==> config.mk <==
export PLATFORM = sky130hd
export DESIGN_NAME = rf_wb_arbiter
export DESIGN_NICKNAME = d
export VERILOG_FILES = /design/src/rtl/rf_wb_arbiter.sv
export SDC_FILE = /design/constraint.sdc
export NUM_CORES = 1
export LEC_CHECK = 0
export CAP_MARGIN = 0
export CORE_MARGIN = 2
export CORE_UTILIZATION = 30
export CTS_BUF_LIST = sky130_fd_sc_hd__clkbuf_8
export DETAILED_ROUTE_END_ITERATION = 8
export DONT_BUFFER_PORTS = 1
export GPL_ROUTABILITY_DRIVEN = 0
export GPL_TIMING_DRIVEN = 0
export PLACE_DENSITY = 0.48
export SLEW_MARGIN = 5
export SYNTH_ARGS = -nofsm -noshare
export SYNTH_HDL_FRONTEND = slang
export SYNTH_SLANG_ARGS = --single-unit
export TNS_END_PERCENT = 30
==> constraint.sdc <==
create_clock -name i_clk -period 2.9 [get_ports i_clk]
set_clock_uncertainty 0.05 [all_clocks]
set_input_delay 0.58 -clock i_clk [delete_from_list [all_inputs] [get_ports i_clk]]
set_output_delay 0.58 -clock i_clk [all_outputs]
set_load 0.05 [all_outputs]
==> src/rtl/rf_wb_arbiter.sv <==
// Write-back arbiter and load scoreboard for the 8-bit register file.
// Shares the single RF write port between the ALU and load-return paths,
// and tracks registers with an outstanding load so issue can stall on
// read-after-load / write-after-load hazards.
module rf_wb_arbiter #(
  parameter int DW         = 8,
  parameter int AW         = 5,
  parameter int NREG       = 9,
  parameter int STARVE_MAX = 3
) (
  input  logic            i_clk,
  input  logic            i_rst_n,
  input  logic            i_alu_valid,
  input  logic [AW-1:0]   i_alu_ptr,
  input  logic [DW-1:0]   i_alu_data,
  output logic            o_alu_ready,
  input  logic            i_ld_valid,
  input  logic [AW-1:0]   i_ld_ptr,
  input  logic [DW-1:0]   i_ld_data,
  output logic            o_ld_ready,
  input  logic            i_issue_valid,
  input  logic [AW-1:0]   i_issue_ptr_a,
  input  logic [AW-1:0]   i_issue_ptr_b,
  input  logic            i_issue_b_const,
  input  logic            i_issue_ld,
  input  logic [AW-1:0]   i_issue_ptr_w,
  output logic            o_stall,
  output logic            o_rf_we,
  output logic [AW-1:0]   o_rf_ptr_w,
  output logic [DW-1:0]   o_rf_di,
  output logic [NREG-1:0] o_pending,
  output logic            o_err_ptr
);

  localparam int SW = $clog2(STARVE_MAX + 1);
  // Highest register index is the overflow register; writes to it or beyond are errors.
  localparam logic [AW-1:0] OVF_PTR = AW'(NREG - 1);

  logic [SW-1:0]   r_starve;
  logic            r_rf_we;
  logic [AW-1:0]   r_rf_ptr_w;
  logic [DW-1:0]   r_rf_di;
  logic            r_src_ld;
  logic            r_err_ptr;
  logic [NREG-1:0] r_pending;

  logic            w_starved;
  logic            w_gnt;
  logic [AW-1:0]   w_ptr;
  logic [DW-1:0]   w_data;
  logic            w_legal;
  logic            w_bad;
  logic            w_hit_a;
  logic            w_hit_b;
  logic            w_hit_w;
  logic [NREG-1:0] w_set;
  logic [NREG-1:0] w_clr;

  // Load wins by default; a starved ALU takes the port. Readies held low in reset.
  assign w_starved   = (r_starve == SW'(STARVE_MAX));
  assign o_alu_ready = i_rst_n && i_alu_valid && (!i_ld_valid || w_starved);
  assign o_ld_ready  = i_rst_n && i_ld_valid && !(i_alu_valid && w_starved);
  assign w_gnt       = o_alu_ready || o_ld_ready;
  assign w_ptr       = o_alu_ready ? i_alu_ptr  : i_ld_ptr;
  assign w_data      = o_alu_ready ? i_alu_data : i_ld_data;
  assign w_legal     = (w_ptr != '0) && (w_ptr < OVF_PTR);
  assign w_bad       = (w_ptr >= OVF_PTR);

  // Count consecutive lost ALU arbitrations, saturating; any ALU grant or idle clears.
  always_ff @(posedge i_clk or negedge i_rst_n) begin
    if (!i_rst_n)                       r_starve <= '0;
    else if (!i_alu_valid || o_alu_ready) r_starve <= '0;
    else if (!w_starved)                r_starve <= r_starve + 1'b1;
  end

  // Write-port output register; ptr/data hold when idle, source tag kept for scoreboard clear.
  always_ff @(posedge i_clk or negedge i_rst_n) begin
    if (!i_rst_n) begin
      r_rf_we    <= 1'b0;
      r_rf_ptr_w <= '0;
      r_rf_di    <= '0;
      r_src_ld   <= 1'b0;
      r_err_ptr  <= 1'b0;
    end else begin
      r_rf_we   <= w_gnt && w_legal;
      r_err_ptr <= w_gnt && w_bad;
      if (w_gnt) begin
        r_rf_ptr_w <= w_ptr;
        r_rf_di    <= w_data;
        r_src_ld   <= o_ld_ready;
      end
    end
  end

  // Scoreboard lookups; pointer 0 and pointers beyond the file never hit.
  always_comb begin
    w_hit_a = 1'b0;
    w_hit_b = 1'b0;
    w_hit_w = 1'b0;
    for (int i = 1; i < NREG; i++) begin
      if (i_issue_ptr_a == AW'(i) && r_pending[i]) w_hit_a = 1'b1;
      if (i_issue_ptr_b == AW'(i) && r_pending[i]) w_hit_b = 1'b1;
      if (i_issue_ptr_w == AW'(i) && r_pending[i]) w_hit_w = 1'b1;
    end
  end

  assign o_stall = i_rst_n && i_issue_valid &&
                   (w_hit_a || (!i_issue_b_const && w_hit_b) || w_hit_w);

  // Set on an accepted load issue to a writable register; clear on a committing load write.
  always_comb begin
    w_set = '0;
    w_clr = '0;
    for (int i = 1; i < NREG - 1; i++)
      w_set[i] = i_issue_valid && !o_stall && i_issue_ld && (i_issue_ptr_w == AW'(i));
    for (int i = 1; i < NREG; i++)
      w_clr[i] = r_rf_we && r_src_ld && (r_rf_ptr_w == AW'(i));
  end

  // Pending bitmask; a set on the same edge as a clear wins.
  always_ff @(posedge i_clk or negedge i_rst_n) begin
    if (!i_rst_n) r_pending <= '0;
    else          r_pending <= (r_pending & ~w_clr) | w_set;
  end

  assign o_rf_we    = r_rf_we;
  assign o_rf_ptr_w = r_rf_ptr_w;
  assign o_rf_di    = r_rf_di;
  assign o_err_ptr  = r_err_ptr;
  assign o_pending  = r_pending;

endmodule

# After elaboration in Yosys (flattened, before gate mapping)
# Cells that the tools add are included.
[classes]
n_addsub = 1
order_cmp = 2
eq_ne = 34
n_mux = 28
bitwise = 3
n_reduce_logical = 64
[op_table]
columns = ["operator", "count"]
rows = [
  ["5-bit by 3-bit == test with 1-bit output (second input constant)", 16],
  ["1-bit logical AND", 53],
  ["5-bit by 2-bit == test with 1-bit output (second input constant)", 8],
  ["1-bit 2-to-1 mux", 24],
  ["5-bit by 1-bit == test with 1-bit output (second input constant)", 4],
  ["5-bit by 4-bit == test with 1-bit output (second input constant)", 4],
  ["9-bit bitwise AND", 1],
  ["9-bit NOT", 1],
  ["9-bit by 8-bit OR with 9-bit output", 1],
  ["8-bit 2-to-1 mux", 1],
  ["5-bit by 4-bit greater-or-equal comparator with 1-bit output (second input constant)", 1],
  ["1-bit logical NOT", 5],
  ["1-bit logical OR", 5],
  ["5-bit by 4-bit less-than comparator with 1-bit output (second input constant)", 1],
  ["5-bit 2-to-1 mux", 1],
  ["5-bit nonzero test", 1],
  ["2-bit 2-to-1 mux", 2],
  ["2-bit by 1-bit adder with 2-bit output (second input constant)", 1],
  ["2-bit == test (second input constant)", 1],
  ["2-bit by 1-bit != test with 1-bit output (second input constant)", 1],
]
[totals]
reg_bits = 27
output_inout_bits = 27

# Logic depth before layout (Yosys ltp)
[depth]
word_depth = 19
mapped_depth = 6
depth_no_buf = 5

# Worst setup path before layout
# Ideal clock, no wire load.
[synth_path]
path_type = "register to output"
startpoint = "register r_pending[5], in the netlist o_pending[5]"
endpoint = "output o_stall"
t_arrival_ns = 2.028
setup_slack_ns = 0.242
path_stages_with_launch = 6
path_buffers = 0
cell_sequence = "dfrtp_1 > mux2i_1 > nor4b_1 > a311oi_2 > o32ai_4 > o211a_1"
[synth_via]
elab_chain_cells = 9
word_cells_on_any_way = 19
[synth_lines]
columns = ["item", "line", "text"]
rows = [
  ["from (decl)", "45", "logic [NREG-1:0] r_pending;"],
  ["from (signal assigned)", "123", "else r_pending <= (r_pending & ~w_clr) | w_set;"],
  ["1-bit logical AND", "102", "if (i_issue_ptr_b == AW'(i) && r_pending[i]) w_hit_b = 1'b1;"],
  ["1-bit 2-to-1 mux (4 in a row)", "102", ""],
  ["1-bit logical AND", "108", "(w_hit_a || (!i_issue_b_const && w_hit_b) || w_hit_w);"],
  ["1-bit logical OR", "108", ""],
  ["1-bit logical OR (*)", "108", ""],
  ["1-bit logical AND (*)", "107", "assign o_stall = i_rst_n && i_issue_valid &&"],
  ["to (decl)", "27", "output logic o_stall,"],
]
# Mark *: on every way between the ends. The rest lies on a longest branch, timed or not.

# Final worst setup path
[layout_path]
startpoint = "register r_pending[6], in the netlist o_pending[6]"
endpoint = "output o_stall"
[layout_via]
elab_chain_cells = 8
word_cells_on_any_way = 16
[layout_lines]
columns = ["item", "line"]
rows = [
  ["1-bit logical AND", "102"],
  ["1-bit 2-to-1 mux (3 in a row)", "102"],
  ["1-bit logical AND", "108"],
  ["1-bit logical OR", "108"],
  ["1-bit logical OR (*)", "108"],
  ["1-bit logical AND (*)", "107"],
]
# Marks and branches as above.

==> results.yml <==
finish:
  antennaDiodeCount: 0
  drive_above_1_share_pct: 15.5
  synthToLayoutAreaGrowth_pct: 12.9
  nets: 237
  fill_cells: 569
pwr:
  power_leakage_nw: 0.798
  power.internal_w: 0.000725
  cellPowerDensity_mw_per_mm2: 661
  p_sw_share_pct: 41.8
  pwr-share-clk_pct: 24.6
  p_switching_w: 0.000521
  peakVddDrop_uv: 333
  p_total_w: 0.00125
  seqPwrFrac_pct: 57.1
  p_comb_share_pct: 18.2
detailed_routing:
  postRouteAntennaNets: 0
  dr.pass1.iters: 4
  vias: 1379
  wl_per_cell_um: 16.7
  drtIter0Drc: 74
  via_per_inst: 5.32
  drc_errors: 0
  drt-total-wl_um: 4320
timing:
  worstMarginPinSlew_ps: 1130
  fmax_ghz: 0.361
  period_share_pct: 95.6
  relSlewSlack_pct: 24.7
  hold_slack_ps: 56.7
  slew_violations: 0
  period_needed_ps: 2770
  grt_setup_unrepaired: "no"
  setup_viol: 0
  finalHoldViolations: 0
yosys:
  synth_area_sq_mm: 0.00167
  synth_seq_cells: 26
  synth.yosys.seq_area_share_pct: 38.9
  synth.avg_cell_area_sq_um: 9.29
  synth_cells: 180
  synth_fp_nets: 229
  synth-edff-count: 0
  yosys_warnings: 0
  synth_cell_types: 42
  synth_top_flop_cell: "dfrtp_1"
  ys_async_sr_fraction_pct: 100
grt:
  antenna_found_initial: 0
  grtUsageTotal_pct: 14.3
  grt_max_degree: 27
  grt_pass1_wl_um: 6950
  grt_pass1_vias: 1382
  overflow: 0
status:
  status: "completed"
job:
  drv_cap: 0
clock_tree:
  clk_pin_slew_worst_paths_ps: 100
  h-tree-depth: 1
  cts-root-buf: "clkbuf_8"
  clkLatencyLatePin_ps: 280
  cts_sinks: 26
  numCtsBuffers: 3
  clk_path_buf_depth: 2
  cts_tree: "done"
worst_setup_path:
  cp_cell_sequence: "mux4_2, a311oi_2, o32ai_4, o211a_4"
  critPathLaunchType: "register"
  max_stage_delay_ps: 560
  crit_type: "reg -> out"
  arrival_ps: 2140
  worstPathRequired_ps: 2270
  critPathMaxFanout: 5
  cp_slowest_cell: "dfrtp_2"
  cp-end-kind: "primary output"
floorplan:
  start_util_pct: 30.7
  placementRows: 27
  core_sq_mm: 0.00544
  die_w_um: 78.6
  ios: 75
  die_h_um: 78.6
  die-area_sq_mm: 0.00619
place:
  io_buffers: 0
  dp_hpwl_um: 3190
min_path:
  hold_path.class: "in -> async"
-- kinds of logic (layout without fill, tap and decap cells) --
family / Yosys count / in the layout / synth area share, %
compound gates: 49 / 49 / 22.8
fa+ha+maj: 1 / 1 / 0.748
buf+inv: 16 / 23 / 3.89
flops: 26 / 26 / 38.9
mux: 19 / 19 / 12.4
other cells: 1 / 1 / 0.224
simple gates: 68 / 68 / 21.0
-- through the flow --
stage	util (%)	cells	instance area (sq um)	TNS, ps	setup WS [ps]
2_1_floorplan	-	180	1670	0	242
6_report	34.7	259	1890	0	128
5_1_grt	34.7	259	1890	0	43.9
4_1_cts	34.4	257	1870	0	23.0
3_3_place_gp	32.4	252	1760	-39.9	-39.9
3_5_place_dp	32.4	252	1760	-29.5	-29.5
-- layout by cell type (no fill, tap or decap), types with 2 or more instances in the layout --
cell type / Yosys / layout
a21oi_1: 6 / 6
a22oi_1: 8 / 8
a31oi_1: 2 / 2
and3b_1: 3 / 3
buf_4: 1 / 3
clkbuf_1: 5 / 5
clkbuf_8: 0 / 3
dfrtp_1: 26 / 18
dfrtp_2: 0 / 8
inv_1: 9 / 9
mux2_2: 3 / 3
mux2i_1: 14 / 14
nand2_1: 27 / 27
nand3_1: 3 / 3
nand3b_1: 5 / 5
nor2_1: 9 / 9
nor2b_1: 3 / 3
nor3_1: 6 / 6
nor3b_1: 5 / 5
nor4_1: 3 / 3
o21a_1: 2 / 2
o21ai_0: 13 / 13
o31ai_1: 4 / 4
o41ai_2: 3 / 3
-- cells in the mapped netlist, types with 3 or more instances --
library cell / count / area share [%]
nand2_1: 27 / 6.1
dfrtp_1: 26 / 39
mux2i_1: 14 / 8.4
o21ai_0: 13 / 3.9
inv_1: 9 / 2.0
nor2_1: 9 / 2.0
a22oi_1: 8 / 3.6
a21oi_1: 6 / 1.8
nor3_1: 6 / 1.8
clkbuf_1: 5 / 1.1
nand3b_1: 5 / 2.2
nor3b_1: 5 / 2.2
o31ai_1: 4 / 1.8
and3b_1: 3 / 1.6
mux2_2: 3 / 2.0
nand3_1: 3 / 0.90
nor2b_1: 3 / 1.1
nor4_1: 3 / 1.1
o41ai_2: 3 / 2.9
-- power groups by stage --
stage                     Combinational (W)  Sequential [W]  Clock [W]
after floorplan                    0.000184        0.000676          0
after global placement             0.000211        0.000716          0
after detailed placement           0.000212        0.000716          0
after CTS                          0.000225        0.000716   0.000317
after global routing               0.000257        0.000728   0.000334
final                              0.000227        0.000712   0.000307
-- layout make-up --
type                       instances  area, sq um  area share [%]
multi-input combinational        138          965            51.1
sequential                        26          661            35.0
tap                               72         90.1            4.77
clock buffer                       3         41.3            2.19
timing repair buffer               3         35.0            1.86
inverter                           9         33.8            1.79
buffer                             7         31.3            1.66
clock inverter                     1         30.0            1.59
-- layer usage --
metal  routed length, um  GRT usage (%)  share of wire, %
met5                   0              0                 0
met4                  24           3.68              0.56
met3                 376           3.91               8.7
met2                1930           22.2                45
met1                1990           19.6                46
-- state kept, by name (all words and copies together), names as in the netlist --
name        cells
o_pending       8
o_rf_di         8
o_rf_ptr_w      5
r_starve        2
o_err_ptr       1
o_rf_we         1
r_src_ld        1
-- critical path: cells and delay by family (launching register included) --
kind	cells	cell delay, ps
DFF	1	560
AOI/OAI and AO/OA	3	790
muxes	1	520
-- path summary, 6_finish.rpt --
kind                            slack [ps]  depth (start not counted)           end          from
worst max-delay path                   130                          4       o_stall  o_pending[6]
worst min-delay path                    60                          1    o_rf_di[1]       i_rst_n
worst max register to register         710                          5  o_pending[1]  o_pending[6]
worst min register to register         450                          1      r_src_ld      r_src_ld
max in group asynchronous             2560                          1  o_pending[7]       i_rst_n
min in group i_clk                     360                          1   r_starve[0]   i_alu_valid
-- repair_timing --
item                                    4_1_cts  5_1_grt
hold buffers                                  1        0
endpoints found under the hold margin        26        0
gates resized for setup                      10        1
pin swaps                                     1        1
buffers inserted                              0        2
endpoints found under the setup margin        1        1
Note: power is estimated with default switching activity, not from simulation.
